==> src/rtl/segasys1_pkg.sv <==
// segasys1_pkg: shared register map, status bit layout and register decode
// for the System 1 I/O controller.
`timescale 1ns/1ps
package segasys1_pkg;

    // I/O register addresses (low address byte)
    localparam logic [7:0] ADDR_SND_A = 8'h14;
    localparam logic [7:0] ADDR_SND_B = 8'h18;
    localparam logic [7:0] ADDR_VID_A = 8'h15;
    localparam logic [7:0] ADDR_VID_B = 8'h19;
    localparam logic [7:0] ADDR_STAT  = 8'h1A;

    // Status register layout: {OVF, FULL, 0, count[4:0]}
    localparam int STAT_OVF_BIT  = 7;
    localparam int STAT_FULL_BIT = 6;
    localparam int STAT_CNT_MSB  = 4;
    localparam int STAT_CNT_LSB  = 0;

    typedef enum logic [1:0] {
        REG_NONE = 2'd0,
        REG_SND  = 2'd1,
        REG_VID  = 2'd2,
        REG_STAT = 2'd3
    } reg_sel_e;

    // Map an address onto the register it hits; status only exists when enabled.
    function automatic reg_sel_e reg_decode(input logic [7:0] addr, input logic stat_en);
        reg_sel_e sel;
        case (addr)
            ADDR_SND_A, ADDR_SND_B: sel = REG_SND;
            ADDR_VID_A, ADDR_VID_B: sel = REG_VID;
            ADDR_STAT:              sel = stat_en ? REG_STAT : REG_NONE;
            default:                sel = REG_NONE;
        endcase
        return sel;
    endfunction

endpackage

==> src/rtl/segasys1_cmdfifo.sv <==
// segasys1_cmdfifo: small power-of-two FIFO carrying sound commands.
// A pop while empty is ignored; a push while full only succeeds when a pop
// frees the slot on the same edge. The head entry reads as zero when empty.
`timescale 1ns/1ps
module segasys1_cmdfifo #(
    parameter int DEPTH = 4,
    parameter int WIDTH = 8
) (
    input  logic                     CLK48M,
    input  logic                     RESET_N,
    input  logic                     push,
    input  logic                     pop,
    input  logic [WIDTH-1:0]         din,
    output logic [WIDTH-1:0]         dout,
    output logic                     full,
    output logic                     empty,
    output logic [$clog2(DEPTH):0]   count
);
    localparam int AW = $clog2(DEPTH);
    localparam int CW = AW + 1;

    logic [WIDTH-1:0] mem_r [DEPTH];
    logic [AW-1:0]    wr_ptr_r;
    logic [AW-1:0]    rd_ptr_r;
    logic [CW-1:0]    count_r;
    logic             full_s;
    logic             empty_s;
    logic             pop_ok_s;
    logic             push_ok_s;

    assign full_s    = (count_r == CW'(DEPTH));
    assign empty_s   = (count_r == {CW{1'b0}});
    assign pop_ok_s  = pop & ~empty_s;
    // A pop on the same edge frees a slot, so a full queue still accepts the push.
    assign push_ok_s = push & (~full_s | pop_ok_s);

    // Storage write; contents need no reset since count gates visibility.
    always_ff @(posedge CLK48M) begin
        if (push_ok_s) begin
            mem_r[wr_ptr_r] <= din;
        end
    end

    // Pointer and occupancy bookkeeping; pointers wrap naturally at DEPTH.
    always_ff @(posedge CLK48M or negedge RESET_N) begin
        if (!RESET_N) begin
            wr_ptr_r <= {AW{1'b0}};
            rd_ptr_r <= {AW{1'b0}};
            count_r  <= {CW{1'b0}};
        end else begin
            if (push_ok_s) begin
                wr_ptr_r <= wr_ptr_r + AW'(1'b1);
            end
            if (pop_ok_s) begin
                rd_ptr_r <= rd_ptr_r + AW'(1'b1);
            end
            case ({push_ok_s, pop_ok_s})
                2'b10:   count_r <= count_r + CW'(1'b1);
                2'b01:   count_r <= count_r - CW'(1'b1);
                default: count_r <= count_r;
            endcase
        end
    end

    // Head entry, forced to zero while the queue is empty.
    always_comb begin
        if (empty_s) begin
            dout = {WIDTH{1'b0}};
        end else begin
            dout = mem_r[rd_ptr_r];
        end
    end

    assign full  = full_s;
    assign empty = empty_s;
    assign count = count_r;

endmodule

==> src/rtl/segasys1_ioctl.sv <==
// segasys1_ioctl: System 1 I/O decode -- input/DSW port mux, video mode latch
// and sound command queue. Defining SEGASYS1_IOCTL_STATUS_EN adds a readable
// status register at 0x1A with a sticky overflow flag.
`timescale 1ns/1ps
module segasys1_ioctl
    import segasys1_pkg::*;
#(
    parameter int NPORT        = 5,
    parameter int SQ_DEPTH     = 4,
    parameter int LEGACY_ALIAS = 1
) (
    input  logic               CLK48M,
    input  logic               RESET_N,
    input  logic [7:0]         CPUAD,
    input  logic               IORQ,
    input  logic               RD,
    input  logic               WR,
    input  logic [7:0]         CPUDO,
    input  logic [NPORT*8-1:0] INP,
    output logic [7:0]         IODO,
    output logic               IODV,
    output logic [7:0]         VIDMD,
    output logic [7:0]         SNDNO,
    output logic               SNDRQ,
    input  logic               SNDACK
);
    localparam int SQ_AW = $clog2(SQ_DEPTH);
`ifdef SEGASYS1_IOCTL_STATUS_EN
    localparam logic STAT_EN = 1'b1;
`else
    localparam logic STAT_EN = 1'b0;
`endif

    logic           wr_lvl_s;
    logic           rd_lvl_s;
    logic           wr_idle_r;
    logic           rd_idle_r;
    logic           wr_evt_s;
    logic           rd_evt_s;
    reg_sel_e       reg_sel_s;
    logic [2:0]     port_idx_s;
    logic           port_hit_s;
    logic [7:0]     port_data_s;
    logic [7:0]     iodo_s;
    logic           iodv_s;
    logic [7:0]     vidmd_r;
    logic           snd_push_s;
    logic           fifo_full_s;
    logic           fifo_empty_s;
    logic [SQ_AW:0] fifo_count_s;
    logic [7:0]     fifo_dout_s;

    assign wr_lvl_s  = IORQ & WR;
    assign rd_lvl_s  = IORQ & RD;
    // The idle flags only become set after a cycle with the strobe low, so a
    // strobe already held through reset release never looks like a new edge.
    assign wr_evt_s  = wr_lvl_s & wr_idle_r;
    assign rd_evt_s  = rd_lvl_s & rd_idle_r;
    assign reg_sel_s = reg_decode(CPUAD, STAT_EN);
    assign snd_push_s = wr_evt_s & (reg_sel_s == REG_SND);

    // Edge detect: remember whether each strobe was low on the previous edge.
    always_ff @(posedge CLK48M or negedge RESET_N) begin
        if (!RESET_N) begin
            wr_idle_r <= 1'b0;
            rd_idle_r <= 1'b0;
        end else begin
            wr_idle_r <= ~wr_lvl_s;
            rd_idle_r <= ~rd_lvl_s;
        end
    end

    // Video mode latch, loaded once per write cycle to 0x15/0x19.
    always_ff @(posedge CLK48M or negedge RESET_N) begin
        if (!RESET_N) begin
            vidmd_r <= 8'h00;
        end else if (wr_evt_s && (reg_sel_s == REG_VID)) begin
            vidmd_r <= CPUDO;
        end else begin
            vidmd_r <= vidmd_r;
        end
    end

    // Port select from CPUAD[4:2]; registers win, legacy alias maps 0x0D-style to port 4.
    always_comb begin
        port_idx_s = CPUAD[4:2];
        port_hit_s = 1'b0;
        if (reg_sel_s != REG_NONE) begin
            port_hit_s = 1'b0;
        end else if ((LEGACY_ALIAS != 0) && (NPORT > 4) && (CPUAD[4:2] == 3'd3) && CPUAD[0]) begin
            port_idx_s = 3'd4;
            port_hit_s = 1'b1;
        end else if (int'(CPUAD[4:2]) < NPORT) begin
            port_hit_s = 1'b1;
        end else begin
            port_hit_s = 1'b0;
        end
    end

    // Byte of the selected input port.
    always_comb begin
        port_data_s = 8'hFF;
        for (int k = 0; k < NPORT; k++) begin
            port_data_s = (port_idx_s == 3'(k)) ? INP[k*8 +: 8] : port_data_s;
        end
    end

`ifdef SEGASYS1_IOCTL_STATUS_EN
    logic       ovf_r;
    logic       drop_s;
    logic [7:0] status_s;

    // A push into a full queue without a same-edge ack is dropped.
    assign drop_s = snd_push_s & fifo_full_s & ~SNDACK;

    // Sticky overflow; a drop on the same edge as a status read wins.
    always_ff @(posedge CLK48M or negedge RESET_N) begin
        if (!RESET_N) begin
            ovf_r <= 1'b0;
        end else if (drop_s) begin
            ovf_r <= 1'b1;
        end else if (rd_evt_s && (reg_sel_s == REG_STAT)) begin
            ovf_r <= 1'b0;
        end else begin
            ovf_r <= ovf_r;
        end
    end

    // Assemble the status byte from the queue state.
    always_comb begin
        status_s = 8'h00;
        status_s[STAT_OVF_BIT]  = ovf_r;
        status_s[STAT_FULL_BIT] = fifo_full_s;
        status_s[STAT_CNT_MSB:STAT_CNT_LSB] = 5'(fifo_count_s);
    end
`else
    logic unused_stat_s;
    assign unused_stat_s = ^{rd_evt_s, fifo_full_s, fifo_count_s};
`endif

    // Read data selector for the current bus cycle; 0xFF whenever nothing is selected.
    always_comb begin
        iodv_s = 1'b0;
        iodo_s = 8'hFF;
        if (IORQ) begin
            case (reg_sel_s)
                REG_VID: begin
                    iodv_s = 1'b1;
                    iodo_s = vidmd_r;
                end
`ifdef SEGASYS1_IOCTL_STATUS_EN
                REG_STAT: begin
                    iodv_s = 1'b1;
                    iodo_s = status_s;
                end
`endif
                REG_SND: begin
                    iodv_s = 1'b0;
                    iodo_s = 8'hFF;
                end
                default: begin
                    if (port_hit_s) begin
                        iodv_s = 1'b1;
                        iodo_s = port_data_s;
                    end else begin
                        iodv_s = 1'b0;
                        iodo_s = 8'hFF;
                    end
                end
            endcase
        end else begin
            iodv_s = 1'b0;
            iodo_s = 8'hFF;
        end
    end

    segasys1_cmdfifo #(
        .DEPTH (SQ_DEPTH),
        .WIDTH (8)
    ) u_cmdfifo (
        .CLK48M  (CLK48M),
        .RESET_N (RESET_N),
        .push    (snd_push_s),
        .pop     (SNDACK),
        .din     (CPUDO),
        .dout    (fifo_dout_s),
        .full    (fifo_full_s),
        .empty   (fifo_empty_s),
        .count   (fifo_count_s)
    );

    assign IODO  = iodo_s;
    assign IODV  = iodv_s;
    assign VIDMD = vidmd_r;
    assign SNDNO = fifo_dout_s;
    assign SNDRQ = ~fifo_empty_s;

endmodule

==> config.mk <==
export PLATFORM = sky130hd
export DESIGN_NAME = segasys1_ioctl
export DESIGN_NICKNAME = d
export VERILOG_FILES = /design/src/rtl/segasys1_pkg.sv /design/src/rtl/segasys1_cmdfifo.sv /design/src/rtl/segasys1_ioctl.sv
export SDC_FILE = /design/constraint.sdc
export NUM_CORES = 1
export LEC_CHECK = 0
export CORE_MARGIN = 5
export CORE_UTILIZATION = 30
export DETAILED_ROUTE_END_ITERATION = 7
export GPL_ROUTABILITY_DRIVEN = 0
export REMOVE_ABC_BUFFERS = 1
export SLEW_MARGIN = 10
export SYNTH_ARGS = -nofsm -noshare
export SYNTH_HDL_FRONTEND = slang
export SYNTH_SLANG_ARGS = --single-unit
==> constraint.sdc <==
create_clock -name CLK48M -period 3.7 [get_ports CLK48M]
set_clock_uncertainty 0.05 [all_clocks]
set_input_delay 0.555 -clock CLK48M [delete_from_list [all_inputs] [get_ports CLK48M]]
set_output_delay 0.555 -clock CLK48M [all_outputs]
set_load 0.01 [all_outputs]
==> results of run 1 <==
## power by group
group | internal (mW) | switching, mW
clock | 0.130 | 0.170
combinational | 0.358 | 0.221
sequential | 0.604 | 0.0803
total | 1.09 | 0.472
## cell type report
cell class	count	area, µm²
clock inverters	3	18.8
fillers	853	4890
inverters	7	26.3
clock buffers	5	68.8
well taps	108	135
repair buffers	104	970
flip-flops and latches	48	1360
multi-input cells	160	1290
## sequential cells by signal (all words and copies together), names as in the netlist
name,flops
VIDMD,8
u_cmdfifo.count,3
u_cmdfifo.mem_r,32
u_cmdfifo.rd_ptr_r,2
u_cmdfifo.wr_ptr_r,2
wr_idle_r,1
## per-stage QoR
stage / cell area, µm² / power [mW] / TNS (ps) / setup WS, ps / hold WS, ps
2_1_floorplan: 2650 / 0.987 / 0 / 696 / 209
3_3_place_gp: 3790 / 1.28 / -2370 / -313 / 467
3_5_place_dp: 3790 / 1.29 / -2750 / -355 / 485
4_1_cts: 3880 / 1.58 / 0 / 7.11 / 504
5_1_grt: 3870 / 1.65 / 0 / 26.4 / 520
6_report: 3870 / 1.56 / 0 / 170 / 501
## final timing paths
kind                       cells past startpoint            endpoint                from
max                                           11                IODV            CPUAD[5]
min                                            1            VIDMD[5]            VIDMD[5]
max reg2reg                                    6  u_cmdfifo.count[1]  u_cmdfifo.count[1]
min reg2reg                                    1            VIDMD[5]            VIDMD[5]
max in group asynchronous                      1           wr_idle_r             RESET_N
min in group asynchronous                      1            VIDMD[1]             RESET_N
## logic make-up (layout without fill, tap and decap cells)
family          Yosys count  in the layout  share of synthesized area [%]
fa+ha+maj                 8              8                           3.95
mux                      16             16                           9.93
xor+xnor                  6              6                           1.93
buf+inv                  20            119                           3.72
compound gates           56             56                           14.9
simple gates             74             74                           15.5
flops                    48             48                           50.0
## critical path, stage by stage
cell	delay (ps)
sky130_fd_sc_hd__clkdlybuf4s50_1	400
sky130_fd_sc_hd__or4b_4	550
sky130_fd_sc_hd__nor3_4	220
sky130_fd_sc_hd__nand2b_1	130
sky130_fd_sc_hd__buf_4	160
sky130_fd_sc_hd__ha_1	220
sky130_fd_sc_hd__buf_12	140
sky130_fd_sc_hd__nand2_1	50
sky130_fd_sc_hd__o21ai_0	80
sky130_fd_sc_hd__and2_1	160
sky130_fd_sc_hd__dlygate4sd2_1	280
## cell usage in the layout (no fill, tap or decap), types with 9 or more instances in the layout
cell type | Yosys | layout
sky130_fd_sc_hd__a21oi_1 | 9 | 9
sky130_fd_sc_hd__a31oi_1 | 9 | 9
sky130_fd_sc_hd__and2_1 | 13 | 13
sky130_fd_sc_hd__buf_4 | 1 | 17
sky130_fd_sc_hd__clkdlybuf4s50_1 | 0 | 76
sky130_fd_sc_hd__dfrtp_1 | 16 | 16
sky130_fd_sc_hd__edfxtp_1 | 32 | 32
sky130_fd_sc_hd__nand2_1 | 18 | 17
sky130_fd_sc_hd__nor2_1 | 9 | 9
## routing by layer
metal / up-vias / routed length [µm] / global-route usage (%) / share of wire, %
li1: 1058 / - / - / -
met5: - / 0 / 0 / 0
met1: 979 / 2910 / 15.0 / 43
met4: 0 / 33 / 2.47 / 0.48
met2: 72 / 3370 / 20.7 / 49
met3: 4 / 530 / 4.10 / 7.7
## repair_timing
action                     CTS  global route
gates resized for setup     17            23
setup buffers                0             0
pin swaps                    0             1
setup endpoints to repair    9             8
==> results.txt, run 1 <==
In the finished design, the share of the clock period the worst path needs comes to 95.4%. The number of standard-cell rows in the floorplan came out at 34. The commonest cells after synthesis are sky130_fd_sc_hd__edfxtp_1, sky130_fd_sc_hd__nand2_1, sky130_fd_sc_hd__dfrtp_1.

For this block, the routed nets add up to 6840 µm of wire. The number of clock buffers inserted by TritonCTS is 5. The share of synthesized registers carrying an async set or reset came out at 33.3%. The number of antenna violations at the first check in global routing came out at 0.

The count of routing violations after the opening detailed-route iteration came out at 53. The clock latency on the worst-skew pair came out at 290 ps. From left edge to right edge, the die measures 105 µm.

The number of nets in the final layout came out at 396. The final count of pins violating max slew came out at 0. The CTS sink count is 48. In the global route stage, overall resource usage came out at 12.1%.

In the post-synthesis netlist, the biggest area contributors are sky130_fd_sc_hd__edfxtp_1, sky130_fd_sc_hd__dfrtp_1, sky130_fd_sc_hd__mux4_2. Across all layers, the routed design uses 2,113 vias. Sequential cells were found to cover 50.0% of the synthesized design area. The half-perimeter wire length of the detailed placement result came out at 5600 µm.

The total iterations of the first detailed-routing run came out at 4. For this run, the share of the core covered by cells in the final layout is 44.2%. From synthesis to final layout, the design area changed by 42.3%.

The highest fanout seen on the critical path came out at 10. The post-detailed-route DRC marker count is 0. The number of cells after detailed placement came out at 427. Across all register-to-register paths, the minimum setup slack is 1520 ps. The setup-violating endpoint count in the final report came out at 0.

The min-delay analysis places its worst path in the category reg -> reg. The maximum level of the CTS H-tree is 2. The average vias per placed instance is 4.86. Power spread over the standard cell area amounts to 404 nW/µm². The max-slew headroom at the worst pin came out at 47.2%. The worst endpoint data arrival time is 2920 ps.

For this run, the top clock speed supported by timing is 283 MHz. The total grt overflow came out at 0. The most common cell in the synthesized netlist is sky130_fd_sc_hd__edfxtp_1. The average detailed-routed wire length per instance came out at 15.7 µm. After clock tree synthesis, the clock-pin slew on the worst setup and hold paths is 90 ps. The share of synthesized area in the top cell type comes to 35.3%. The synthesized area divided by synthesized cell count is 11.9 µm². Counting flops and latches in the post-synthesis netlist gives 48. The number of warning messages in the yosys log came out at 0. The number of antenna-violating nets in the routed design came out at 0. The post-layout minimum cycle time is 3530 ps. The worst setup path is of the in -> out kind. Setup repair after global routing left no endpoint under its margin.

The TritonCTS clock tree is built. The cell count after synthesis is 228. The total standard cell area after synthesis came out at 2720 µm². The number of antenna diodes in the final layout is 0. The count of flip-flops with a built-in enable after synthesis is 32. The via count of the first global-routing pass came out at 2,166. The number of port buffers is 86. The count of final hold-check violations came out at 0. In the synthesized netlist the dominant register cell turns out to be sky130_fd_sc_hd__edfxtp_1. The share of cells above drive strength 1 is 18.3%. The longest clock path from root to sink contains 2 buffers. The max-cap violation count is 0. The first global-routing pass estimated 10,900 µm of wire. The endpoint type of the worst setup path is an output port. Synthesis instantiated 46 different standard cells from the library. The largest net degree at the start of global routing is 23. The worst supply voltage drop on vdd came out at 0.000215 V. For the pin with the worst max-slew slack, the measured transition is 790 ps. The endpoint required time on the critical path is 3090 ps. The top-level port count came out at 88.

The run finished with clean final reports. CTS placed an instance of sky130_fd_sc_hd__clkbuf_8 at the clock tree root. Once the floorplan was initialized, standard cells occupied 31.1% of the core. After the flow finishes, the layout carries non-filler instances totaling 435. The hold buffer count at cts came out at 0. STA classifies the critical path startpoint as an input port. The leakage component of the power came out at 1.47 nW. The height of the chip came out at 105 µm. The floorplan step defined a die boundary enclosing 11,100 µm².

The core footprint is 8760 µm². The largest total area in the synthesized netlist belongs to sky130_fd_sc_hd__edfxtp_1.
Power figures use the tool's default switching activity.
==> run 2, diff against run 1 <==
Settings changed: SYNTH_HIERARCHICAL set to 1.
==> results.txt, run 2 <==
The overall die area came out at 11,400 µm². The via count of the routed design came out at 2,100. The library cells used most frequently in the layout, excluding fill and tap cells, are sky130_fd_sc_hd__clkdlybuf4s50_1, sky130_fd_sc_hd__edfxtp_1, sky130_fd_sc_hd__dfrtp_1, sky130_fd_sc_hd__o21ai_0. The count of final hold-check violations is 0. In this run the static leakage power is 1.46 nW.

On the critical path, the stage with the largest delay is an instance of sky130_fd_sc_hd__clkdlybuf4s50_1. The post-route setup TNS came out at 0 ps. The flip-flop count of the largest register after layout came out at 32. The total iterations of the first detailed-routing run came out at 4.

The CTS sink count is 48. The post-detailed-route DRC marker count is 0. Of all nets on the critical path, the largest fanout is 4. The number of buffers added for setup after CTS came out at 0.

The number of clock buffers inserted by TritonCTS is 5. The power per unit of standard cell area came out at 413 nW/µm². The total grt overflow came out at 0.

The global-route usage over all layers came out at 12.3%. The total area of multi-input combinational cells is 1310 µm². The max-slew headroom at the worst pin is 49.5%. The post-CTS clock slew at the launch and capture registers of the worst setup and hold paths came out at 90 ps. The number of port buffers came out at 86. By startpoint and endpoint, the worst setup path is classified as in -> out.

The core footprint came out at 9200 µm². The number of nets in the final layout came out at 394. The routed wire length is 6810 µm. The endpoint required time on the critical path is 3090 ps.

The number of warning messages in the yosys log is 6. Setup repair after global routing left no endpoint under its margin. The top-level port count is 88. Across the run, the number of max-cap violations was 0. The library cell used most frequently in the layout, excluding fill and tap cells, is sky130_fd_sc_hd__clkdlybuf4s50_1. The TritonCTS clock tree is built.

The startpoint type of the worst setup path is an input port. The worst setup path is captured at an output port. Among the stages of the critical path, the cell type that occurs most often is sky130_fd_sc_hd__clkdlybuf4s50_1. The placed standard-cell area came out at 3760 µm². The final standard cell count with taps included and fillers excluded is 435.

The transition time of the tightest slew-check pin is 756 ps. The cell count after synthesis is 238. The tightest min-delay check is of the reg -> reg type. Using the TritonRoute via totals, the vias-per-cell ratio works out to 4.83.

The average detailed-routed wire length per instance is 15.7 µm. The cell at the root of the clock tree is sky130_fd_sc_hd__clkbuf_8. The count of filler cells inserted in the layout came out at 912. The half-perimeter wire length of the detailed placement result came out at 5420 µm. The number of antenna violations at the first check in global routing came to 0. The initial cell density of the core is 30.5%. For the worst setup path, the data arrival time is 2920 ps. The maximum single-stage delay on the critical path came out at 560 ps. The number of antenna-violating nets in the routed design is 0. The synthesized area divided by synthesized cell count is 11.8 µm². The maximum level of the CTS H-tree is 2. Across all hold checks on the routed design, the worst slack comes to 451 ps. The number of antenna repair diodes came out at 0.

The area added between synthesis and finish is 37.7%. Cells with a size suffix above 1 make up 17.9% of the layout. The height of the chip is 107 µm.

The register containing the most flip-flops in the final layout is u_cmdfifo/mem_r. The first-pass GRT wire length is 11,100 µm. In this run the horizontal extent of the chip is 107 µm. The critical path goes through clkdlybuf4s50_1 > xor2_2 > nand3_2 > nor2_2 > inv_1 > buf_4 > ha_1 > nand2b_1 > a21boi_1 > clkdlybuf4s50_1. The total non-filler cell area in the finished layout is 3860 µm².

The smallest setup slack after layout came out at 175 ps. Derived from the worst setup path, the maximum achievable clock frequency is 284 MHz. The flow ran to the end, and the final reports show no timing, DRC or antenna violations. The area taken by flip-flops and latches is 1360 µm².

Setup violations remaining at the end of the flow were counted as 0. The worst setup slack before clock tree synthesis came out at -278 ps. The post-layout minimum cycle time is 3530 ps.

After the first detailed-routing iteration, the DRC count stood at 60. Hold repair after CTS inserted 0 buffers. The via count of the first global-routing pass is 2,292. The number of cells after detailed placement came out at 427.

The clock latency on the worst-skew pair is 290 ps. The total standard cell area after synthesis is 2800 µm². The number of standard-cell rows in the floorplan is 35. The largest net degree at the start of global routing is 30. The final count of pins violating max slew is 0. Across the VDD grid, the largest voltage drop is 0.000186 V. The maximum count of clock buffers along a single path is 2.

The fraction of the cycle the final worst path needs came out at 95.3%.
==> run 2: report_power, final <==
group,switching (mW),total (mW),internal (mW)
registers,0.0733,0.681,0.608
logic,0.202,0.549,0.347
clock network,0.165,0.365,0.200
==> run 2: cell type report <==
cell class                 instances  share of cell area (%)
sequential                        48                    35.3
multi-input combinational        161                    34.0
timing repair buffer              96                    23.2
tap                              111                    3.60
clock buffer                       5                    1.78
clock inverter                     3                    1.10
inverter                          11                    1.07
==> run 2: routing by layer <==
metal	vias to the layer above	part of all wire [%]	GRT usage [%]
met5	-	0	0
met4	0	0.66	2.74
met3	5	7.8	3.79
met2	71	49	21.9
met1	965	42	14.6
li1	1059	-	-
==> run 2: critical path: cells and delay by family <==
kind,cells,cell delay (ps)
AO/OA/AOI/OAI,1,150
XOR/XNOR,1,220
buffers and inverters,4,1270
AND/OR/NAND/NOR,3,390
adder cells (fa/ha/maj),1,320
==> run 2: final timing paths <==
kind | cells after the start | slack [ps] | endpoint | from
worst max-delay path | 10 | 170 | IODV | CPUAD[2]
worst min-delay path | 1 | 450 | u_cmdfifo/count[2] | u_cmdfifo/count[2]
worst max register to register | 9 | 1430 | u_cmdfifo/count[2] | u_cmdfifo/count[0]
worst min register to register | 1 | 450 | u_cmdfifo/count[2] | u_cmdfifo/count[2]
max in group asynchronous | 1 | 2470 | u_cmdfifo/rd_ptr_r[1] | RESET_N
min in group asynchronous | 1 | 650 | VIDMD[5] | RESET_N
==> run 2: timing repair <==
action                                  4_1_cts  5_1_grt
gates resized for setup                      10       24
endpoints found under the setup margin        8        9
gates cloned                                  0        0
pin swaps                                     0        5
==> run 2: metrics by stage <==
| step | power (mW) | utilization [%] |
|---|---|---|
| floorplan | 0.968 | - |
| global placement | 1.24 | 40.9 |
| detailed placement | 1.26 | 40.9 |
| CTS | 1.62 | 42.1 |
| global route | 1.69 | 42.0 |
| finish | 1.60 | 42.0 |
==> run 3, diff against run 2 <==
Settings changed: CORE_ASPECT_RATIO set to 1.2, CTS_CLUSTER_DIAMETER set to 80.
==> results.txt, run 3 (synthesis gave the netlist of run 2 again) <==
The total iterations of the first detailed-routing run is 4. The total area inside the core boundary comes to 9080 µm². The switching power is 0.433 mW. After routing the design area is 3890 µm². Entering global routing, the biggest net connects 30 pins.

The final layout contains 394 nets. The switching power as a share of total power is 26.9%. The layer flagged by global routing as most heavily used is met2. The area taken by flip-flops and latches is 1360 µm². Wires add up to 6710 µm.

The die outline width came out at 98.3 µm. The number of antenna repair diodes is 0. The via count of the first global-routing pass came out at 2,174. Data on the critical path is required at its endpoint by 3090 ps. The register with the most flip-flops in the layout has 32 of them. The worst endpoint data arrival time is 2840 ps.

The maximum level of the CTS H-tree came out at 2. The total grt overflow came out at 0. The area added between synthesis and finish came out at 38.6%. The worst supply voltage drop on vdd came out at 0.000175 V.

The share of total power dissipated in combinational logic is 34.2%. The path class of the lowest-slack min-delay path is reg -> reg. For this configuration, the core starts out at a cell density of 30.9%.

The TritonCTS clock tree is built. The layout has 863 filler cells. The fraction of the cycle the final worst path needs came out at 93.0%. After detailed routing, the average wire length per cell comes to 15.1 µm. The library cell used most frequently in the layout, excluding fill and tap cells, is sky130_fd_sc_hd__clkdlybuf4s50_1. The top cell types in the final layout, fill and taps aside, are sky130_fd_sc_hd__clkdlybuf4s50_1, sky130_fd_sc_hd__edfxtp_1, sky130_fd_sc_hd__dfrtp_1, sky130_fd_sc_hd__o21ai_0. The number of cells after detailed placement is 435. The maximum achievable frequency came out at 291 MHz. Setup repair after global routing left no endpoint under its margin. The first-pass GRT wire length is 11,000 µm.

The total power consumption of the routed design came out at 1.61 mW. The leakage component of the power came out at 1.48 nW. The post-detailed-route DRC marker count is 0. The total area of multi-input combinational cells came out at 1320 µm².

The number of clock buffers inserted by TritonCTS came out at 5. Leaving out filler cells and counting taps, the final layout contains 444. From bottom edge to top edge, the die measures 116 µm. The highest fanout seen on the critical path came out at 8.

Once layout is complete, the utilization of the core stands at 42.8%. The number of port buffers is 86. The register with the most flip-flops in the final layout is u_cmdfifo/mem_r. The worst setup path is launched from an input port. The number of antenna violations at the first check in global routing was 0. Sequential cells account for 42.2% of the total power. The post-CTS clock slew at the launch and capture registers of the worst setup and hold paths came out at 80 ps. The top-level port count is 88. The internal power came out at 1.17 mW. The setup-violating endpoint count in the final report is 0. The worst setup path is captured at an output port.

The HPWL after detailed placement is 5320 µm. The flow ran to the end, and the final reports show no timing, DRC or antenna violations. The count of final hold-check violations is 0. The power per unit of standard cell area came out at 414 nW/µm².

CTS saw 48 sinks. The share of power burned in the clock network is 23.6%. Across the run, the number of max-cap violations was 0. The overall die area came out at 11,400 µm². The number of antenna-violating nets in the routed design is 0. The clock latency on the worst-skew pair is 290 ps. The post-layout minimum cycle time is 3440 ps. CTS placed an instance of sky130_fd_sc_hd__clkbuf_8 at the clock tree root. The global-route usage over all layers came out at 11.9%. The met1 track utilization from global routing came out at 14.0%. The met2 track utilization from global routing came out at 21.3%. The longest clock path from root to sink contains 2 buffers. The hold buffer count at cts is 0. After the first detailed-routing iteration, the DRC count stood at 53.

The critical path is of the in -> out type. At the pin with the least slew margin, the transition time is 786 ps. The final count of pins violating max slew was 0. The max-slew headroom at the worst pin came out at 47.4%. The post-route netlist has 17.6% of its cells at a drive strength greater than 1. The number of standard-cell rows in the floorplan is 38.

The placed standard-cell area is 3770 µm². The met3 global-route usage came out at 3.85%. The via count of the routed design came out at 2,111. The average vias per placed instance came out at 4.75. The post-route setup TNS came out at 0 ps.
run 3: routing by layer:
metal / up-vias / wire length [µm]
li1: 1059 / -
met1: 973 / 2780
met2: 74 / 3340
met3: 5 / 549
met4: 0 / 39
met5: - / 0
run 3: worst max-delay path: stages:
cell,delay (ps)
sky130_fd_sc_hd__clkdlybuf4s50_1,520
sky130_fd_sc_hd__xor2_2,180
sky130_fd_sc_hd__nand3_1,150
sky130_fd_sc_hd__nor2_2,150
sky130_fd_sc_hd__inv_1,60
sky130_fd_sc_hd__ha_1,230
sky130_fd_sc_hd__and3_4,230
sky130_fd_sc_hd__nor3_1,190
sky130_fd_sc_hd__o311ai_1,120
sky130_fd_sc_hd__a41oi_1,280
sky130_fd_sc_hd__clkbuf_2,180
run 3: repair_timing:
item,CTS,global route
pin swaps,0,3
endpoints found under the setup margin,8,9
buffers inserted,0,1
resized for setup,10,27
run 3: final cells by class:
class                   instances  area share, %
clock buffers                   6           2.12
multi-input cells             161           33.9
inverters                      11           1.06
flip-flops and latches         48           35.0
repair buffers                 96           23.1
clock inverters                 2          0.869
well taps                     120           3.86
run 3: worst paths after layout:
path	cells past startpoint	from	endpoint	slack, ps
worst max-delay path	11	CPUAD[2]	IODO[1]	260
worst min-delay path	1	u_cmdfifo/count[2]	u_cmdfifo/count[2]	460
worst max register to register	9	u_cmdfifo/count[0]	u_cmdfifo/count[2]	1430
worst min register to register	1	u_cmdfifo/count[2]	u_cmdfifo/count[2]	460
max in group asynchronous	1	RESET_N	u_cmdfifo/rd_ptr_r[1]	2440
min in group asynchronous	1	RESET_N	VIDMD[0]	670
run 3: through the flow:
stage	hold WS [ps]	setup slack, ps
floorplan	209	918
global placement	424	-241
finish	458	259
detailed placement	431	-313
CTS	446	31.1
global route	489	49.2
run 3: power groups by stage:
stage          logic, mW  clock network [mW]  registers (mW)
2_1_floorplan      0.294                   0           0.674
3_3_place_gp       0.549                   0           0.692
3_5_place_dp       0.561                   0           0.693
4_1_cts            0.560               0.388           0.681
5_1_grt            0.602               0.410           0.689
6_report           0.550               0.379           0.678
